### src/rtl/ber_pkg.sv
// Shared definitions for the BER checker and its phase-sweep sequencer.
package ber_pkg;

  // Counter width shared with the BER checker's sample/error counters.
  localparam int unsigned NB_BER_CNT_DEF   = 64;
  localparam int unsigned MEAS_SAMPLES_DEF = 1024;
  localparam int unsigned GAP_CYCLES_DEF   = 4;
  localparam int unsigned TIMEOUT_DEF      = 2**24;

  typedef enum logic [2:0] {
    StIdle = 3'd0,
    StGap  = 3'd1,
    StRun  = 3'd2,
    StEval = 3'd3,
    StLgap = 3'd4,
    StLock = 3'd5
  } ber_state_e;

endpackage

### src/rtl/ber_min_tracker.sv
// Holds the lowest error count seen in a sweep and the phase that produced it.
module ber_min_tracker #(
  parameter int unsigned NB_VAL = 64,
  parameter int unsigned NB_IDX = 2
) (
  input  logic              clk,
  input  logic              rst,
  input  logic              clear,
  input  logic              load,
  input  logic [NB_VAL-1:0] value,
  input  logic [NB_IDX-1:0] index,
  output logic [NB_VAL-1:0] best_val,
  output logic [NB_IDX-1:0] best_idx
);

  // Strictly-lower update so ties keep the earlier (lower) phase.
  always_ff @(posedge clk or posedge rst) begin
    if (rst) begin
      best_val <= '1;
      best_idx <= '0;
    end else if (clear) begin
      best_val <= '1;
      best_idx <= '0;
    end else if (load && (value < best_val)) begin
      best_val <= value;
      best_idx <= index;
    end
  end

endmodule

### src/rtl/ber_phase_sweep_ctrl.sv
// Sweeps the BER checker over all phases, keeps the quietest one and locks onto it.
module ber_phase_sweep_ctrl
  import ber_pkg::*;
#(
  parameter int unsigned N_PHASES     = 4,
  parameter int unsigned NB_BER_CNT   = NB_BER_CNT_DEF,
  parameter int unsigned MEAS_SAMPLES = MEAS_SAMPLES_DEF,
  parameter int unsigned GAP_CYCLES   = GAP_CYCLES_DEF,
  parameter int unsigned TIMEOUT      = TIMEOUT_DEF,
  parameter int unsigned NB_TMO       = 25,
  localparam int unsigned PH_W        = (N_PHASES > 1) ? $clog2(N_PHASES) : 1
) (
  input  logic                  clk,
  input  logic                  i_rst,
  input  logic                  i_start,
  input  logic [NB_BER_CNT-1:0] i_ber_samp,
  input  logic [NB_BER_CNT-1:0] i_ber_error,
  output logic                  o_ber_en,
  output logic [N_PHASES-1:0]   o_phase_sel,
  output logic                  o_busy,
  output logic                  o_done,
  output logic [PH_W-1:0]       o_best_phase,
  output logic [NB_BER_CNT-1:0] o_best_err,
  output logic                  o_timeout
);

  localparam int unsigned GAP_W = $clog2(GAP_CYCLES) + 1;

  ber_state_e            state_q, state_d;
  logic [PH_W-1:0]       phase_idx_q, phase_idx_d;
  logic [PH_W-1:0]       phase_sel_q, phase_sel_d;
  logic [GAP_W-1:0]      gap_cnt_q, gap_cnt_d;
  logic [NB_TMO-1:0]     tmo_cnt_q, tmo_cnt_d;
  logic [NB_BER_CNT-1:0] meas_err_q, meas_err_d;
  logic                  ber_en_q, ber_en_d;
  logic                  busy_q, busy_d;
  logic                  done_q, done_d;
  logic                  timeout_q, timeout_d;
  logic                  trk_clear, trk_load, eval_wins;

  ber_min_tracker #(
    .NB_VAL (NB_BER_CNT),
    .NB_IDX (PH_W)
  ) u_min_tracker (
    .clk      (clk),
    .rst      (i_rst),
    .clear    (trk_clear),
    .load     (trk_load),
    .value    (meas_err_q),
    .index    (phase_idx_q),
    .best_val (o_best_err),
    .best_idx (o_best_phase)
  );

  // Next-state and next-output decode; the tracker updates in step with EVAL.
  always_comb begin
    state_d     = state_q;
    phase_idx_d = phase_idx_q;
    phase_sel_d = phase_sel_q;
    gap_cnt_d   = gap_cnt_q;
    tmo_cnt_d   = tmo_cnt_q;
    meas_err_d  = meas_err_q;
    ber_en_d    = ber_en_q;
    busy_d      = busy_q;
    done_d      = 1'b0;
    timeout_d   = timeout_q;
    trk_clear   = 1'b0;
    trk_load    = 1'b0;
    // Mirrors the tracker's compare so the final phase select sees the updated winner.
    eval_wins   = (meas_err_q < o_best_err);

    case (state_q)
      StIdle, StLock: begin
        if (i_start) begin
          phase_idx_d = '0;
          phase_sel_d = '0;
          gap_cnt_d   = '0;
          timeout_d   = 1'b0;
          ber_en_d    = 1'b0;
          busy_d      = 1'b1;
          trk_clear   = 1'b1;
          state_d     = StGap;
        end
      end
      StGap, StLgap: begin
        if (gap_cnt_q == GAP_W'(GAP_CYCLES - 1)) begin
          gap_cnt_d = '0;
          ber_en_d  = 1'b1;
          if (state_q == StGap) begin
            tmo_cnt_d = '0;
            state_d   = StRun;
          end else begin
            busy_d  = 1'b0;
            done_d  = 1'b1;
            state_d = StLock;
          end
        end else begin
          gap_cnt_d = gap_cnt_q + 1'b1;
        end
      end
      StRun: begin
        tmo_cnt_d = tmo_cnt_q + 1'b1;
        // Sample condition has priority over the timeout.
        if (i_ber_samp >= NB_BER_CNT'(MEAS_SAMPLES)) begin
          meas_err_d = i_ber_error;
          ber_en_d   = 1'b0;
          state_d    = StEval;
        end else if (tmo_cnt_q == NB_TMO'(TIMEOUT - 1)) begin
          meas_err_d = '1;
          timeout_d  = 1'b1;
          ber_en_d   = 1'b0;
          state_d    = StEval;
        end
      end
      StEval: begin
        trk_load  = 1'b1;
        gap_cnt_d = '0;
        if (phase_idx_q == PH_W'(N_PHASES - 1)) begin
          phase_sel_d = eval_wins ? phase_idx_q : o_best_phase;
          state_d     = StLgap;
        end else begin
          phase_idx_d = phase_idx_q + 1'b1;
          phase_sel_d = phase_idx_q + 1'b1;
          state_d     = StGap;
        end
      end
      default: state_d = StIdle;
    endcase
  end

  // State and registered outputs; reset aborts any sweep in progress.
  always_ff @(posedge clk or posedge i_rst) begin
    if (i_rst) begin
      state_q     <= StIdle;
      phase_idx_q <= '0;
      phase_sel_q <= '0;
      gap_cnt_q   <= '0;
      tmo_cnt_q   <= '0;
      meas_err_q  <= '1;
      ber_en_q    <= 1'b0;
      busy_q      <= 1'b0;
      done_q      <= 1'b0;
      timeout_q   <= 1'b0;
    end else begin
      state_q     <= state_d;
      phase_idx_q <= phase_idx_d;
      phase_sel_q <= phase_sel_d;
      gap_cnt_q   <= gap_cnt_d;
      tmo_cnt_q   <= tmo_cnt_d;
      meas_err_q  <= meas_err_d;
      ber_en_q    <= ber_en_d;
      busy_q      <= busy_d;
      done_q      <= done_d;
      timeout_q   <= timeout_d;
    end
  end

  // Zero-extend the phase index onto the checker's select bus.
  always_comb begin
    o_phase_sel             = '0;
    o_phase_sel[PH_W-1:0]   = phase_sel_q;
  end

  assign o_ber_en  = ber_en_q;
  assign o_busy    = busy_q;
  assign o_done    = done_q;
  assign o_timeout = timeout_q;

endmodule

### config.mk
export PLATFORM = sky130hd
export DESIGN_NAME = ber_phase_sweep_ctrl
export DESIGN_NICKNAME = d
export VERILOG_FILES = /design/src/rtl/ber_pkg.sv /design/src/rtl/ber_min_tracker.sv /design/src/rtl/ber_phase_sweep_ctrl.sv
export SDC_FILE = /design/constraint.sdc
export NUM_CORES = 1
export LEC_CHECK = 0
export CAP_MARGIN = 20
export CORE_MARGIN = 5
export CORE_UTILIZATION = 40
export CTS_BUF_LIST = sky130_fd_sc_hd__clkbuf_4
export DETAILED_ROUTE_END_ITERATION = 10
export PLACE_DENSITY_LB_ADDON = 0.15
export SYNTH_ARGS = -nofsm -noshare
export SYNTH_HDL_FRONTEND = slang
export SYNTH_SLANG_ARGS = --single-unit
### constraint.sdc
create_clock -name clk -period 6.2 [get_ports clk]
set_clock_uncertainty 0.2 [all_clocks]
set_input_delay 1.55 -clock clk [delete_from_list [all_inputs] [get_ports clk]]
set_output_delay 1.55 -clock clk [all_outputs]
set_load 0.02 [all_outputs]
==> flow_metrics.env <==
export IMPL_tightest_slew_ns=0.846
export IMPL_wl_per_cell_um=15.3
export IMPL_finalCritPeriodShare_pct=64.9
export IMPL_initial_core_util_pct=40.3
export IMPL_worst_setup_path_end_kind="register"
export IMPL_dr_pass1_iters=5
export IMPL_p_seq_share_pct=41.2
export IMPL_hold_viol_final=0
export IMPL_clock_latency_ns=0.57
export IMPL_power_frac_clock_pct=13.0
export IMPL_sw_frac_of_total_pct=38.4
export IMPL_async_reset_ff_share_pct=100
export IMPL_num_nets_final=1348
export IMPL_fin_area_sq_um=11900
export IMPL_place_congestion=0.783
export IMPL_antenna_found_initial=1
export IMPL_startpoint_type="register"
export IMPL_synth_edf_count=0
export IMPL_yosysUniqueCellTypes=56
export IMPL_path_clk_slew_ns=0.14
export IMPL_internal_power_mw=3.20
export IMPL_slew_headroom_pct=43.5
export IMPL_vias=7186
export IMPL_cts_sinks=169
export IMPL_port_buffers=192
export IMPL_routed_wl_mm=22.7
export IMPL_period_needed_ns=4.03
export IMPL_yosys_top_cells_area="dfstp_2 36%, dfrtp_1 11%, ha_1 8.8%"
export IMPL_grt_max_degree=95
export IMPL_ys_seq_elements=169
export IMPL_cts_buffers=17
export IMPL_final_setup_tns_ns=0
export IMPL_hpwlAfterDp_mm=15.9
export IMPL_cap_violations=0
export IMPL_hold_path_class="register to register"
export IMPL_hold_buffers=0
export IMPL_post_cts_setup_buffer_count=0
export IMPL_die_y_um=163
export IMPL_yosys_area_top_type_share_pct=35.8
export IMPL_track_usage_pct=17.4
export IMPL_core_rowCount=56
export IMPL_layout_setup_ws_ns=2.17
export IMPL_cts_tree="yes"
export IMPL_p_sw_mw=1.99
export IMPL_outcome="finished, final reports clean"
export IMPL_drc=0
export IMPL_seq_area_frac_synth_pct=46.7
export IMPL_root_buffer="clkbuf_4"
export IMPL_required_ns=6.50
export IMPL_cp_arrival_ns=4.33
export IMPL_num_fill_cells=2177
export IMPL_grt_pass1_vias=7539
export IMPL_avgSynthCellArea_sq_um=9.63
export IMPL_grt_pass1_wl_mm=37.2
export IMPL_yosys_warnings=0
export IMPL_fmax_mhz=248
export IMPL_syn_inst=976
export IMPL_avgViaCountPerCell=4.84
export IMPL_die_w_um=163
export IMPL_pre_cts_slack_ns=1.78
export IMPL_gr_total_overflow=0
export IMPL_clockBufferDepth=2
export IMPL_htree_levels=4
export IMPL_p_leak_nw=5.33
export IMPL_drive_gt1_share_pct=21.0
export IMPL_drt_iter0_drc=285
export IMPL_utilization_pct=50.8
export IMPL_cp_max_fo=38
export IMPL_ys_flop_type="dfstp_2"
export IMPL_ant_nets=0
export IMPL_dieArea_sq_um=26700
export IMPL_io_pins=205
export IMPL_syn_to_final_growth_pct=26.2
export IMPL_worstSetupPathType="register to register"
export IMPL_setup_viol=0
export IMPL_power_density_nw_per_um2=437
export IMPL_yosysTopAreaCell="dfstp_2"
export IMPL_coreArea_sq_um=23300
export IMPL_place_area_sq_um=11600
export IMPL_cts_resized=0
export IMPL_synth_area_sq_um=9400
export IMPL_drv_slew=0
export IMPL_power_share_combinational_pct=45.8
export IMPL_ir_worst_vdd_mv=0.178
export IMPL_rsz0062_at_grt="no"
## routing by layer
metal / global-route usage, % / part of all wire, % / vias to the layer above
li1: - / - / 3658
met1: 22.0 / 46 / 3346
met2: 29.5 / 47 / 167
met3: 5.43 / 6.2 / 15
met4: 3.93 / 1.1 / 0
met5: 0 / 0 / -
## worst max-delay path, stage by stage, from the launching register on
cell and delay (ns):
dfstp_2 0.58, inv_1 0.06, ha_1 0.31, nand4_1 0.21
nor4_2 0.39, a2bb2oi_1 0.12, a211oi_1 0.41, nor3_2 0.17
nand3_4 0.54, buf_4 0.61, mux2_4 0.35
## cell usage in the layout (no fill, tap or decap), drive strengths merged, types with 4 or more instances in the layout
cell           count
and4               4
nand2            169
clkbuf            17
nand2b             6
dfstp            128
a21oi             50
clkinv             6
nand3             19
nand4             17
or3                6
o21ai             88
nor2             103
dfrtp             41
buf                7
xor2               8
clkdlybuf4s50    192
nor4              17
a31oi              4
nor3              12
ha                66
mux2              65
xnor2              9
and3               7
inv               79
## metrics by stage
step	std cells	total power [mW]	hold slack [ns]
5_1_grt	1485	5.65	0.365
3_3_place_gp	1451	4.52	0.291
2_1_floorplan	977	3.73	0.288
3_5_place_dp	1451	4.57	0.295
4_1_cts	1483	5.27	0.341
6_report	1485	5.19	0.329
## sequential cells by signal, summed over array words and instances, names as in the netlist, 2 cells and up
name,flops
u_min_tracker.best_val,64
phase_idx_q,2
phase_sel_q,2
u_min_tracker.best_idx,2
state_q,3
meas_err_q,64
gap_cnt_q,3
tmo_cnt_q,25
## cell usage after synthesis, types with 17 or more instances
cell type / number
a21oi_1: 50
clkbuf_1: 29
dfrtp_1: 41
dfstp_2: 128
ha_1: 66
inv_1: 74
mux2_2: 27
mux2_4: 38
nand2_1: 169
nand3_1: 18
nand4_1: 17
nor2_1: 102
o21ai_0: 88
## final timing paths
kind                       cells after the start                          to                  startpoint  slack (ns)
min reg2reg                                    1                   o_timeout                   o_timeout        0.33
max                                           10  u_min_tracker.best_val[13]  u_min_tracker.best_val[55]        2.17
max reg2reg                                   10  u_min_tracker.best_val[13]  u_min_tracker.best_val[55]        2.17
max in group asynchronous                      3  u_min_tracker.best_val[30]                       i_rst        3.58
min in group asynchronous                      2               tmo_cnt_q[10]                       i_rst        1.25
min                                            1                   o_timeout                   o_timeout        0.33
## logic make-up (layout without fill, tap and decap cells)
logic type	after synthesis	in the layout	share of synthesized area (%)
AO/OA/AOI/OAI	165	165	9.83
XOR/XNOR	17	17	1.58
adder cells (fa/ha/maj)	66	66	8.78
buffers and inverters	118	305	5.72
flip-flops	169	169	46.7
multiplexers	68	68	9.62
other	1	4	0.0399
AND/OR/NAND/NOR	372	372	17.7
## power by group through the flow
| stage | Combinational [mW] | Sequential (mW) | Clock, mW |
|---|---|---|---|
| after floorplan | 1.43 | 2.30 | 0 |
| after global placement | 2.36 | 2.16 | 0 |
| after detailed placement | 2.40 | 2.17 | 0 |
| after CTS | 2.42 | 2.15 | 0.701 |
| after global routing | 2.68 | 2.22 | 0.742 |
| final | 2.38 | 2.14 | 0.673 |
## final cells by class
cell class	instances	area, sq um	share of cell area (%)
Clock inverter	15	165	1.39
Timing Repair Buffer	199	1990	16.7
Multi-Input combinational cell	690	4510	38.0
Sequential cell	169	4390	37.0
Inverter	74	283	2.38
Tap cell	319	399	3.36
Antenna cell	2	5.00	0.0422
Clock buffer	17	128	1.08
Power figures use the tool's default switching activity.
